[src/rtl/rvc_fetch_aligner_pkg.sv]
// Shared types for the RVC fetch path: halfword type, fetch FSM states and the
// compressed-instruction test used by the aligner.
package RVC_Inst_Pkg;

   typedef logic [15:0] halfword_t;

   typedef enum logic [1:0] {
      IDLE,
      WAIT,
      DROP
   } fetch_state_e;

   localparam int unsigned QDEPTH = 4;

   function automatic logic IsRVC(halfword_t hw);
      return hw[1:0] != 2'b11;
   endfunction

endpackage

[src/rtl/rvc_fetch_aligner_if.sv]
// Fetch-aligner bus bundle: redirect, instruction-memory request/response and decode-side
// instruction handshake; master is the aligner, slave is the surrounding memory/decoder.
interface rvc_fetch_aligner_if;

   logic        flush;
   logic [31:0] flush_pc;

   logic        mem_req_valid;
   logic        mem_req_ready;
   logic [31:0] mem_req_addr;
   logic        mem_rsp_valid;
   logic [31:0] mem_rsp_data;

   logic        inst_valid;
   logic        inst_ready;
   logic [31:0] inst_data;
   logic        inst_is_rvc;
   logic [31:0] inst_pc;

   modport master (
      input  flush, flush_pc, mem_req_ready, mem_rsp_valid, mem_rsp_data, inst_ready,
      output mem_req_valid, mem_req_addr, inst_valid, inst_data, inst_is_rvc, inst_pc
   );

   modport slave (
      output flush, flush_pc, mem_req_ready, mem_rsp_valid, mem_rsp_data, inst_ready,
      input  mem_req_valid, mem_req_addr, inst_valid, inst_data, inst_is_rvc, inst_pc
   );

endinterface

[src/rtl/rvc_hw_queue.sv]
// 4-entry halfword shift queue; pops 0..2 from the head and appends 0..2 in the same cycle,
// head visible the cycle after a push. Caller guarantees room, so it never backpressures.
module rvc_hw_queue
   import RVC_Inst_Pkg::*;
(
   input  logic       clk,
   input  logic       rst,
   input  logic       clear_i,
   input  logic [1:0] push_cnt_i,
   input  halfword_t  push_hw0_i,
   input  halfword_t  push_hw1_i,
   input  logic [1:0] pop_cnt_i,
   output halfword_t  hw0_o,
   output halfword_t  hw1_o,
   output logic [2:0] count_o
);

   halfword_t  buf_q [QDEPTH];
   halfword_t  buf_d [QDEPTH];
   logic [2:0] count_q, count_d;
   logic [2:0] kept;
   logic [1:0] wr_idx;

   assign kept   = count_q - {1'b0, pop_cnt_i};
   assign wr_idx = kept[1:0];

   always_comb begin
      buf_d = buf_q;
      case (pop_cnt_i)
         2'd1: begin
            buf_d[0] = buf_q[1];
            buf_d[1] = buf_q[2];
            buf_d[2] = buf_q[3];
         end
         2'd2: begin
            buf_d[0] = buf_q[2];
            buf_d[1] = buf_q[3];
         end
         default: ;
      endcase
      // New halfwords land right behind the survivors of this cycle's pop.
      if (push_cnt_i != 2'd0) buf_d[wr_idx] = push_hw0_i;
      if (push_cnt_i == 2'd2) buf_d[wr_idx + 2'd1] = push_hw1_i;
      count_d = clear_i ? 3'd0 : kept + {1'b0, push_cnt_i};
   end

   always_ff @(posedge clk) begin
      if (rst) count_q <= 3'd0;
      else     count_q <= count_d;
   end

   always_ff @(posedge clk) begin
      buf_q <= buf_d;
   end

   assign hw0_o   = buf_q[0];
   assign hw1_o   = buf_q[1];
   assign count_o = count_q;

endmodule

[src/rtl/rvc_fetch_aligner.sv]
// Word fetch -> halfword buffer -> 16/32-bit instruction with PC; instruction valid the cycle
// after its last halfword arrives. Holds data while inst_ready=0; requests only when 2+ free.
module rvc_fetch_aligner
   import RVC_Inst_Pkg::*;
#(
   parameter logic [31:0] RESET_PC = 32'h0000_0000
) (
   input logic                 clk,
   input logic                 rst,
   rvc_fetch_aligner_if.master bus
);

   fetch_state_e state_q, state_d;
   logic [31:0]  fetch_addr_q, fetch_addr_d;
   logic [31:0]  head_pc_q, head_pc_d;
   logic         skip_low_q, skip_low_d;

   halfword_t    hw0, hw1;
   logic [2:0]   count;
   logic [1:0]   push_cnt, pop_cnt;
   logic         is_rvc, inst_vld, req_vld, req_fire, rsp_take;

   assign is_rvc   = IsRVC(hw0);
   assign inst_vld = !rst && ((count >= 3'd1 && is_rvc) || count >= 3'd2);
   assign req_vld  = !rst && (state_q == IDLE) && (count <= 3'd2);
   assign req_fire = req_vld && bus.mem_req_ready;
   assign rsp_take = (state_q == WAIT) && bus.mem_rsp_valid && !bus.flush;
   assign push_cnt = rsp_take ? (skip_low_q ? 2'd1 : 2'd2) : 2'd0;
   assign pop_cnt  = (inst_vld && bus.inst_ready && !bus.flush) ? (is_rvc ? 2'd1 : 2'd2) : 2'd0;

   rvc_hw_queue u_queue (
      .clk        (clk),
      .rst        (rst),
      .clear_i    (bus.flush),
      .push_cnt_i (push_cnt),
      .push_hw0_i (skip_low_q ? bus.mem_rsp_data[31:16] : bus.mem_rsp_data[15:0]),
      .push_hw1_i (bus.mem_rsp_data[31:16]),
      .pop_cnt_i  (pop_cnt),
      .hw0_o      (hw0),
      .hw1_o      (hw1),
      .count_o    (count)
   );

   always_comb begin
      state_d      = state_q;
      fetch_addr_d = fetch_addr_q;
      skip_low_d   = skip_low_q;
      head_pc_d    = head_pc_q + {29'd0, pop_cnt, 1'b0};
      case (state_q)
         IDLE: if (req_fire) begin
            fetch_addr_d = fetch_addr_q + 32'd4;
            state_d      = WAIT;
         end
         WAIT: if (bus.mem_rsp_valid) begin
            state_d    = IDLE;
            skip_low_d = 1'b0;
         end
         DROP: if (bus.mem_rsp_valid) state_d = IDLE;
         default: state_d = IDLE;
      endcase
      if (bus.flush) begin
         fetch_addr_d = {bus.flush_pc[31:2], 2'b00};
         head_pc_d    = bus.flush_pc & ~32'd1;
         skip_low_d   = bus.flush_pc[1];
         // Any response still owed to the old stream must be swallowed before refetching.
         state_d      = (state_d == IDLE) ? IDLE : DROP;
      end
   end

   always_ff @(posedge clk) begin
      if (rst) begin
         state_q      <= IDLE;
         fetch_addr_q <= {RESET_PC[31:2], 2'b00};
         head_pc_q    <= RESET_PC & ~32'd1;
         skip_low_q   <= RESET_PC[1];
      end else begin
         state_q      <= state_d;
         fetch_addr_q <= fetch_addr_d;
         head_pc_q    <= head_pc_d;
         skip_low_q   <= skip_low_d;
      end
   end

   assign bus.mem_req_valid = req_vld;
   assign bus.mem_req_addr  = fetch_addr_q;
   assign bus.inst_valid    = inst_vld;
   assign bus.inst_data     = is_rvc ? {16'h0000, hw0} : {hw1, hw0};
   assign bus.inst_is_rvc   = is_rvc;
   assign bus.inst_pc       = head_pc_q;

endmodule

[src/flat_wrapper.sv]
// flat-port wrapper written by rule: the top's interface ports become plain ports
module rvc_fetch_aligner_flat import RVC_Inst_Pkg::*;
#(
   parameter logic [31:0] RESET_PC = 32'h0000_0000
)
  (clk, rst, bus_flush, bus_flush_pc, bus_mem_req_ready, bus_mem_rsp_valid, bus_mem_rsp_data, bus_inst_ready, bus_mem_req_valid, bus_mem_req_addr, bus_inst_valid, bus_inst_data, bus_inst_is_rvc, bus_inst_pc);
  rvc_fetch_aligner_if bus_i ();
  input logic clk;
  input logic rst;
  input wire logic [$bits(bus_i.flush)-1:0] bus_flush;
  input wire logic [$bits(bus_i.flush_pc)-1:0] bus_flush_pc;
  input wire logic [$bits(bus_i.mem_req_ready)-1:0] bus_mem_req_ready;
  input wire logic [$bits(bus_i.mem_rsp_valid)-1:0] bus_mem_rsp_valid;
  input wire logic [$bits(bus_i.mem_rsp_data)-1:0] bus_mem_rsp_data;
  input wire logic [$bits(bus_i.inst_ready)-1:0] bus_inst_ready;
  output wire logic [$bits(bus_i.mem_req_valid)-1:0] bus_mem_req_valid;
  output wire logic [$bits(bus_i.mem_req_addr)-1:0] bus_mem_req_addr;
  output wire logic [$bits(bus_i.inst_valid)-1:0] bus_inst_valid;
  output wire logic [$bits(bus_i.inst_data)-1:0] bus_inst_data;
  output wire logic [$bits(bus_i.inst_is_rvc)-1:0] bus_inst_is_rvc;
  output wire logic [$bits(bus_i.inst_pc)-1:0] bus_inst_pc;
  assign bus_i.flush = bus_flush;
  assign bus_i.flush_pc = bus_flush_pc;
  assign bus_i.mem_req_ready = bus_mem_req_ready;
  assign bus_i.mem_rsp_valid = bus_mem_rsp_valid;
  assign bus_i.mem_rsp_data = bus_mem_rsp_data;
  assign bus_i.inst_ready = bus_inst_ready;
  assign bus_mem_req_valid = bus_i.mem_req_valid;
  assign bus_mem_req_addr = bus_i.mem_req_addr;
  assign bus_inst_valid = bus_i.inst_valid;
  assign bus_inst_data = bus_i.inst_data;
  assign bus_inst_is_rvc = bus_i.inst_is_rvc;
  assign bus_inst_pc = bus_i.inst_pc;
  rvc_fetch_aligner #(.RESET_PC(RESET_PC)) u_core (.clk(clk), .rst(rst), .bus(bus_i));
endmodule
[config.mk]
export PLATFORM = sky130hd
export DESIGN_NAME = rvc_fetch_aligner_flat
export DESIGN_NICKNAME = d
export VERILOG_FILES = /design/src/rtl/rvc_fetch_aligner_pkg.sv /design/src/rtl/rvc_fetch_aligner_if.sv /design/src/rtl/rvc_hw_queue.sv /design/src/rtl/rvc_fetch_aligner.sv /design/src/flat_wrapper.sv
export SDC_FILE = /design/constraint.sdc
export NUM_CORES = 1
export LEC_CHECK = 0
export ABC_AREA = 1
export CAP_MARGIN = 30
export CORE_MARGIN = 1
export CORE_UTILIZATION = 52
export DETAILED_ROUTE_END_ITERATION = 10
export PLACE_DENSITY_LB_ADDON = 0.15
export SKIP_CTS_REPAIR_TIMING = 1
export SLEW_MARGIN = 20
export SYNTH_ARGS = -nofsm -noshare
export SYNTH_HDL_FRONTEND = slang
export SYNTH_SLANG_ARGS = --single-unit
[constraint.sdc]
create_clock -name clk -period 4.48 [get_ports clk]
set_input_delay 0.896 -clock clk [delete_from_list [all_inputs] [get_ports clk]]
set_output_delay 0.896 -clock clk [all_outputs]
set_load 0.005 [all_outputs]
==> results of run 1 <==
area by class of cell:
type / count / area (um2) / area share [%]
Clock buffer: 24 / 472 / 4.53
Clock inverter: 5 / 103 / 0.986
Inverter: 119 / 449 / 4.31
Multi-Input combinational cell: 1014 / 4710 / 45.2
Sequential cell: 131 / 2620 / 25.2
Tap cell: 211 / 264 / 2.54
Timing Repair Buffer: 182 / 1790 / 17.2
synthesized netlist by cell type, types with 2 or more instances:
library cell	number
sky130_fd_sc_hd__nand2_1	499
sky130_fd_sc_hd__nand3_1	132
sky130_fd_sc_hd__dfxtp_1	131
sky130_fd_sc_hd__nor2_1	126
sky130_fd_sc_hd__inv_1	112
sky130_fd_sc_hd__o21ai_0	70
sky130_fd_sc_hd__a21oi_1	61
sky130_fd_sc_hd__clkbuf_1	33
sky130_fd_sc_hd__buf_4	27
sky130_fd_sc_hd__buf_2	18
sky130_fd_sc_hd__xor2_1	18
sky130_fd_sc_hd__o211ai_1	16
sky130_fd_sc_hd__o22ai_1	12
sky130_fd_sc_hd__nor3_1	10
sky130_fd_sc_hd__nand4_1	9
sky130_fd_sc_hd__xnor2_1	9
sky130_fd_sc_hd__ha_1	8
sky130_fd_sc_hd__inv_2	6
sky130_fd_sc_hd__a31oi_1	5
sky130_fd_sc_hd__nand3b_1	5
sky130_fd_sc_hd__o21ai_1	4
sky130_fd_sc_hd__fa_1	3
sky130_fd_sc_hd__nand2_2	3
sky130_fd_sc_hd__nor2_4	3
sky130_fd_sc_hd__nand2_4	2
sky130_fd_sc_hd__nor2_2	2
sky130_fd_sc_hd__nor3_4	2
sky130_fd_sc_hd__o21bai_1	2
metal layers:
metal / global-route usage (%) / wire length (um)
met4: 11.1 / 579
met1: 45.7 / 11900
met2: 49.7 / 11600
met3: 5.61 / 2130
met5: 0 / 0
stage by stage:
| stage | total power [uW] | hold slack [ns] | worst slack [ns] | instance area, um2 | std cells |
|---|---|---|---|---|---|
| finish | 3500 | 0.502 | 0.528 | 10400 | 1686 |
| global route | 3640 | 0.561 | 0.323 | 10400 | 1686 |
| CTS | 3490 | 0.505 | 0.555 | 10400 | 1685 |
| detailed placement | 2090 | 0.495 | 0.117 | 9820 | 1656 |
| global placement | 2080 | 0.485 | 0.155 | 9810 | 1655 |
| floorplan | 1800 | 0.462 | 0.945 | 8210 | 1343 |
power by group through the flow:
stage | combinational, uW | clock, uW | sequential, uW
2_1_floorplan | 401 | 0 | 1390
3_3_place_gp | 655 | 0 | 1420
3_5_place_dp | 669 | 0 | 1420
4_1_cts | 674 | 1410 | 1400
5_1_grt | 750 | 1470 | 1420
6_report | 678 | 1420 | 1400
cells by family (layout without fill, tap and decap cells):
group / count (synthesis) / after routing / synth area share [%]
fa+ha+maj: 11 / 11 / 1.95
simple gates: 797 / 797 / 40.7
compound gates: 176 / 176 / 11.8
buf+inv: 198 / 330 / 10.7
other cells: 1 / 3 / 0.0457
flops: 131 / 131 / 32.0
xor+xnor: 27 / 27 / 2.88
state kept, by name (all words and copies together), names as in the netlist:
name                     cells
u_core.u_queue.buf_q        32
u_core.bus.inst_pc          31
u_core.bus.mem_req_addr     30
u_core.u_queue.hw0_o        16
u_core.u_queue.hw1_o        16
u_core.u_queue.count_o       3
u_core.state_q               2
u_core.skip_low_q            1
critical path, stage by stage:
cell and delay [ns]:
sky130_fd_sc_hd__clkdlybuf4s50_1 0.46, sky130_fd_sc_hd__inv_4 0.22, sky130_fd_sc_hd__nand2_4 0.09, sky130_fd_sc_hd__nor2_4 0.12, sky130_fd_sc_hd__nand3_4 0.27, sky130_fd_sc_hd__inv_2 0.17
sky130_fd_sc_hd__ha_1 0.15, sky130_fd_sc_hd__inv_1 0.04, sky130_fd_sc_hd__fa_1 0.69, sky130_fd_sc_hd__nor3b_4 0.27, sky130_fd_sc_hd__nand2_2 0.31, sky130_fd_sc_hd__inv_2 0.44
sky130_fd_sc_hd__nand2_1 0.10, sky130_fd_sc_hd__nand2_1 0.08
path summary, 6_finish.rpt:
| path | from | endpoint | depth (start not counted) |
|---|---|---|---|
| max reg2reg | u_core.u_queue.hw0_o[0]$_DFF_P_ | u_core.u_queue.hw0_o[15]$_DFF_P_ | 13 |
| min | u_core.state_q[1]$_SDFF_PP0_ | u_core.state_q[1]$_SDFF_PP0_ | 2 |
| min reg2reg | u_core.state_q[1]$_SDFF_PP0_ | u_core.state_q[1]$_SDFF_PP0_ | 2 |
| max | bus_flush | u_core.u_queue.hw0_o[15]$_DFF_P_ | 14 |
==> out/summary.md, run 1 <==
The flow ran to the end, and the final reports show no timing, DRC or antenna violations. The detailed router placed 9151 vias in this run. For the worst setup path, the data arrival time is 4.32 ns. After synthesis, the cell types taking the most area are sky130_fd_sc_hd__dfxtp_1, sky130_fd_sc_hd__nand2_1, sky130_fd_sc_hd__nand3_1, sky130_fd_sc_hd__nor2_1, sky130_fd_sc_hd__inv_1. The hold violation count in the final report was 0; the sequential fraction of the synthesis area was 32.0%. The worst setup path is launched from a primary input. The run gives 45 as the cell row count. The mapped netlist covers 0.00820 mm2.

In this run, the number of DRC markers left after iteration 0 of detailed routing was 1065. The post-route core utilization came out at 68.0%. The maximum vdd drop is 0.000274 V, and the sum of overflow across all layers after global routing is 0. The share of total power dissipated in the clock network is 40.5%.

Summed over all layers, the routed wires come to 26300 um. Across the routed clock network, the largest skew measured is 0.00557 ns. The die area was 0.0163 mm2. The total routing usage reported by global routing was 32.4%. TritonCTS built the clock tree. The critical path is of the primary input to flop type.

The later pin in the worst-skew pair is clocked with a latency of 0.43 ns. The width of the die was 128 um. The analysis attributes to net switching a power of 949 uW.

Of all cell types, the one taking the most synthesized area is sky130_fd_sc_hd__dfxtp_1. The H-tree was split into 4 levels. The die extent in y was 128 um. For the register-to-register setup slack, the log shows 0.75 ns. After legalization and detailed placement, the total HPWL measured 18200 um. For the number of clock buffers inserted by TritonCTS, the log shows 17. The count of input and output buffers works out to 164. For the post-layout net count, the log shows 1546. No sink is reached through more buffers than the 2 on the longest clock path. The run gives 1341 as the number of standard cells after synthesis.

The total of warnings raised by yosys was 0; the power density of the placed cells was 336 mW/mm2. Number of slew-limit violations in the final report: 0. The run gives 0 as the number of antenna violations at the first check in global routing.

The first global-routing pass estimated 40900 um of wire. In the final routed layout, each cell accounts on average for 15.6 um. The count of flip-flops with a built-in enable after synthesis was 0; the number of clock sinks was 131. The share of total power dissipated in combinational logic is 19.4%. Of the available clock period, the critical path in the final layout requires 88.2%. Along the worst path, the maximum fanout reaches 17. The top cell type by area accounts for 32.0% of the synthesized area. The first detailed-routing pass ran for 6 iterations.

The via count of the first global-routing pass was 7880; the async set-reset flop share out of synthesis was 0%. Synthesis-to-layout area growth: 26.9%. The fraction of layout instances using a drive strength above 1 was 4.54%. The total of fill cells in the finished design came out at 1466. The tools report the DRC violation count after routing as 0. The tree is rooted in a sky130_fd_sc_hd__clkbuf_16. Most common flop cell mapped by yosys: sky130_fd_sc_hd__dfxtp_1. The most common library cell in the layout ignoring fill and taps is sky130_fd_sc_hd__nand2_1.

The slew at the pin with the worst max-slew slack works out to 0.776 ns. Synthesis inferred 131 register bits. The static power due to leakage came out at 0.00426 uW.

The tools report the remaining max-slew budget at the tightest pin as 48.2%. In this run, distinct cell masters in the synthesized netlist total 41. The number of maximum-capacitance constraint violations was 0. Routability-driven placement finished with a final weighted congestion of 0.945. Cell internal power was estimated by the tool at 2550 uW. The final setup TNS was 0 ns; the count of boundary I/O pins was 169. The logs give 0 for the number of antenna-violating nets in the routed design and 0.253 GHz for the maximum operating frequency. The proportion of power drawn by flip-flops and latches was 40.1%. For this configuration, the core starts out at a cell density of 53.5%. The type of element capturing the critical path is a flop. The floorplan step defined a core boundary enclosing 0.0153 mm2.

The smallest clock period supported by the final layout is computed as 3.95 ns. The largest net degree at the start of global routing came out at 49. In the layout the commonest cells are sky130_fd_sc_hd__nand2_1, sky130_fd_sc_hd__clkdlybuf4s50_1, sky130_fd_sc_hd__nand3_1, sky130_fd_sc_hd__dfxtp_1, sky130_fd_sc_hd__nor2_1. The average size of a mapped cell is 6.12 um2.

The antenna diode count is 0, and the number of setup violations in the final report is 0. The number of vias per cell works out to 5.43. Setup repair after global routing left no endpoint under its margin. Net switching is 27.1% of the power. The run gives 4.85 ns as the critical path data required time.

After clock tree synthesis, the clock-pin slew on the worst setup and hold paths is 0.05 ns. In this run the worst hold path is classified as flop to flop.
Note: power is estimated with default switching activity, not from simulation.
==> run 2: changes to the inputs <==
Settings changed: CORE_UTILIZATION 52 to 53, CTS_CLUSTER_SIZE set to 30, SYNTH_HIERARCHICAL set to 1.
==> out/summary.md, run 2 <==
Number of iterations in the first detailed-routing pass: 6 (unchanged). The largest family of logic cells by synthesized area is simple AND/OR/NAND/NOR gates. The width of the die is 132 um (+3.1%), and the average wire per standard cell is 15.3 um (-2.1%). For the number of antenna violations at the first check in global routing, the log shows 0 (unchanged). The tools report the number of clock sinks as 131 (unchanged). The maximum fanout count along the critical path was 17 (unchanged); the final setup TNS was 0 ns (unchanged). sky130_fd_sc_hd__nand2_1 is the most common cell in the netlist. The logs give 0.00262 mm2 (unchanged) for the register area and 28200 um (+7.4%) for the final wirelength. The DRC violation count after routing is 0 (unchanged), and the number of vias per cell is 5.28 (-2.7%). The sum of overflow across all layers after global routing was 0 (unchanged); the DRC violation total after the first TritonRoute iteration was 1033 (-3.0%). The simple-gate area share of the yosys netlist works out to 43.8% (+3.1 points). For the net load switching power, the log shows 994 uW (+4.8%).

The most common library cell in the layout ignoring fill and taps is sky130_fd_sc_hd__nand2_1. The total of fill cells in the finished design is 1584 (+8.0%), and the unique cell type count in the Yosys netlist is 39 (-4.9%). The signal arrival time at the worst endpoint is 3.91 ns (-0.41 ns), and the total via count in the routed design is 9774 (+6.8%). For the count of boundary I/O pins, the log shows 169 (unchanged). The multiplexer fraction of the synthesized cell area was 2.02% (+2.0 points). Detailed placement HPWL: 20400 um (+12%). Maximum clock skew at final layout: 0.0102 ns (+0.00466 ns). The post-synthesis compound-gate area fraction is 6.57% (-5.2 points). Cell type with the largest total area after synthesis: sky130_fd_sc_hd__dfxtp_1.

The tools report the internal cell power as 2700 uW (+6.0%). Via count of the first global-routing pass: 8977 (+14%). The logs give 0 (unchanged) for the number of slew-limit violations in the final report and 0.532 ns (+0.416 ns) for the worst setup slack after placement. Setup repair after global routing left no endpoint under its margin. The tools report the insertion delay of the later-clocked pin in the worst-skew pair as 0.43 ns (about the same).

The count of input and output buffers works out to 164 (unchanged). The clock power share is 41.5% (+1.0 points). For the number of buffers on the longest clock path, the log shows 2 (unchanged). The worst setup path is launched from a primary input.

Ranked by instance count, the synthesized netlist is headed by sky130_fd_sc_hd__nand2_1, sky130_fd_sc_hd__inv_1, sky130_fd_sc_hd__nand3_1, sky130_fd_sc_hd__dfxtp_1, sky130_fd_sc_hd__nor2_1. The die extent in y is 132 um (+3.1%), and the final instance area is 0.0111 mm2 (+6.4%). The type of element capturing the critical path was a flop. Count of flip-flops with a built-in enable after synthesis: 0 (unchanged).

The antenna diode count came out at 0 (unchanged). The cell at the root of the clock tree was sky130_fd_sc_hd__clkbuf_16. u_core/u_queue/buf_q holds more flip-flops than any other register. The async set-reset flop share out of synthesis was 0% (unchanged).

The cell row count is 47 (+4.4%), and the area share of fa/ha/maj cells after synthesis is 2.08% (+0.13 points). The slew at the pin with the worst max-slew slack was 0.943 ns (+0.167 ns); the synthesis-to-layout area growth was 24.4%. The tightest min-delay check is of the flop to flop type. Xor and xnor area share after synthesis: 2.46% (-0.42 points). TritonCTS built the clock tree. The power density of the placed cells was 334 mW/mm2 (-0.67%); the switching power as a share of total power was 26.9% (-0.22 points).

Sorting the synthesized cells by area gives the leading types as sky130_fd_sc_hd__dfxtp_1, sky130_fd_sc_hd__nand2_1, sky130_fd_sc_hd__nand3_1, sky130_fd_sc_hd__inv_1, sky130_fd_sc_hd__nor2_1. The post-route clock period utilization came out at 79.1% (-9.1 points). The post-synthesis register bit count was 131 (unchanged). The area of the multi-input gates was 0.00508 mm2 (+7.9%); the smallest hold slack was 0.517 ns (+0.0154 ns).

For the hold violation count in the final report, the log shows 0 (unchanged). The sequential fraction of the synthesis area was 29.5% (-2.5 points). The remaining max-slew budget at the tightest pin is 37.1% (-11 points). The minimum clock period after layout was 3.54 ns (-0.408 ns); the critical path data required time was 4.85 ns (about the same).

The clock-pin slew on the worst setup and hold paths was 0.06 ns (about the same). The tools report the total routing usage reported by global routing as 32.7% (+0.36 points). The logs give 0.0173 mm2 (+6.4%) for the die area and 0.00890 mm2 (+8.5%) for the synthesized cell area. The static power due to leakage was 0.00511 uW (+20%).

The maximum level of the CTS H-tree was 4 (unchanged). The total of warnings raised by yosys was 6 (+6). For the first-pass GRT wire length, the log shows 45100 um (+10%). The average size of a mapped cell was 5.91 um2 (-3.3%). The logs give 17 (unchanged) for the number of clock buffers inserted by TritonCTS and 0.935 ns (+0.408 ns) for the final worst setup slack. Effective utilization at floorplan: 54.0% (+0.50 points). The part of the total power dissipated in combinational logic is 19.7% (+0.3 points), and the number of standard cells after synthesis is 1505 (+12%). The run finished with clean final reports.

The most common flop cell mapped by yosys is sky130_fd_sc_hd__dfxtp_1. The number of setup violations in the final report is 0 (unchanged). Number of maximum-capacitance constraint violations: 0 (unchanged). For the proportion of power drawn by flip-flops and latches, the log shows 38.8% (-1.3 points). The number of antenna-violating nets in the routed design was 0 (unchanged). Type of the worst setup path: primary input to flop. In the layout the commonest cells are sky130_fd_sc_hd__nand2_1, sky130_fd_sc_hd__inv_1, sky130_fd_sc_hd__clkdlybuf4s50_1, sky130_fd_sc_hd__nand3_1, sky130_fd_sc_hd__dfxtp_1. Share of Yosys cell area claimed by the top area cell type: 29.5% (-2.5 points). The maximum operating frequency came out at 0.282 GHz (+12%).

The maximum vdd drop was 0.000262 V (-4.4%). Largest net degree at the start of global routing: 35 (-29%). The run gives 3700 uW (+5.6%) as the post-layout total power.

The flip-flop count of the largest register, all copies and words added is 32 (unchanged). The global placer's final weighted congestion is 0.944 (about the same), and the post-layout net count is 1700 (+10%). The area of the core is 0.0165 mm2 (+7.5%), and the fraction of layout instances using a drive strength above 1 is 5.64% (+1.1 points). The run gives 0.0104 mm2 (+6.3%) as the standard cell area after detailed placement.
==> run 2: cell count changes after synthesis, sizes merged, moves of 6 or more <==
cell    delta
nand3      +6
o21ai     -22
mux2      +16
o211ai    -14
inv       +66
nor2      -17
a21oi     -39
buf       +17
nand2    +151
clkbuf     -8
==> run 2: power groups by stage <==
stage | sequential [uW] | combinational (uW) | clock, uW
global route | 1460 | 808 | 1600
floorplan | 1420 | 481 | 0
CTS | 1430 | 727 | 1540
finish | 1430 | 730 | 1530
detailed placement | 1450 | 722 | 0
global placement | 1450 | 709 | 0
==> run 2: final timing paths <==
path                                      startpoint                                 endpoint  slack, ns  cells after the start
min reg2reg  u_core/bus.mem_req_addr[4]$_SDFFE_PP0P_  u_core/bus.mem_req_addr[4]$_SDFFE_PP0P_       0.52                      2
min          u_core/bus.mem_req_addr[4]$_SDFFE_PP0P_  u_core/bus.mem_req_addr[4]$_SDFFE_PP0P_       0.52                      2
max                                              rst          u_core/u_queue/hw1_o[9]$_DFF_P_       0.94                     13
max reg2reg          u_core/u_queue/hw0_o[0]$_DFF_P_          u_core/u_queue/hw1_o[9]$_DFF_P_       1.22                     14
==> run 2: cells by family (layout without fill, tap and decap cells) <==
kind of cell | count (synthesis) | count (layout)
AND/OR/NAND/NOR | 940 | 940
multiplexers | 16 | 16
buffers and inverters | 273 | 396
other | 1 | 3
AO/OA/AOI/OAI | 106 | 106
flip-flops | 131 | 131
XOR/XNOR | 25 | 25
adder cells (fa/ha/maj) | 13 | 13
==> run 2: cell type report <==
| type | instances | share of cell area [%] |
|---|---|---|
| Inverter | 185 | 6.29 |
| Multi-Input combinational cell | 1103 | 45.9 |
| Tap cell | 220 | 2.49 |
| Clock inverter | 11 | 1.65 |
| Clock buffer | 21 | 4.07 |
| Timing Repair Buffer | 179 | 15.9 |
| Sequential cell | 131 | 23.7 |
==> run 2: worst max-delay path, stage by stage <==
cell,delay (ns)
sky130_fd_sc_hd__clkdlybuf4s50_1,0.44
sky130_fd_sc_hd__nor2_2,0.15
sky130_fd_sc_hd__nand3_1,0.11
sky130_fd_sc_hd__nor2_1,0.27
sky130_fd_sc_hd__ha_1,0.21
sky130_fd_sc_hd__inv_1,0.05
sky130_fd_sc_hd__fa_1,0.53
sky130_fd_sc_hd__nor2_2,0.17
sky130_fd_sc_hd__buf_4,0.26
sky130_fd_sc_hd__nand2_1,0.43
sky130_fd_sc_hd__nand3_1,0.23
sky130_fd_sc_hd__nand2_1,0.08
sky130_fd_sc_hd__nand2_1,0.07
==> run 2: through the flow <==
step,utilization (%),cells
2_1_floorplan,-,1507
6_report,67.2,1850
4_1_cts,67.2,1850
3_3_place_gp,63.3,1817
3_5_place_dp,63.4,1818
5_1_grt,67.2,1850
==> run 2: routing by layer <==
layer / vias to the layer above / GRT usage (%) / routed length, um
li1: 4853 / - / -
met1: 4376 / 39.4 / 11300
met2: 483 / 55.1 / 13400
met3: 62 / 7.14 / 2480
met4: 0 / 15.6 / 996
met5: - / 0 / 0
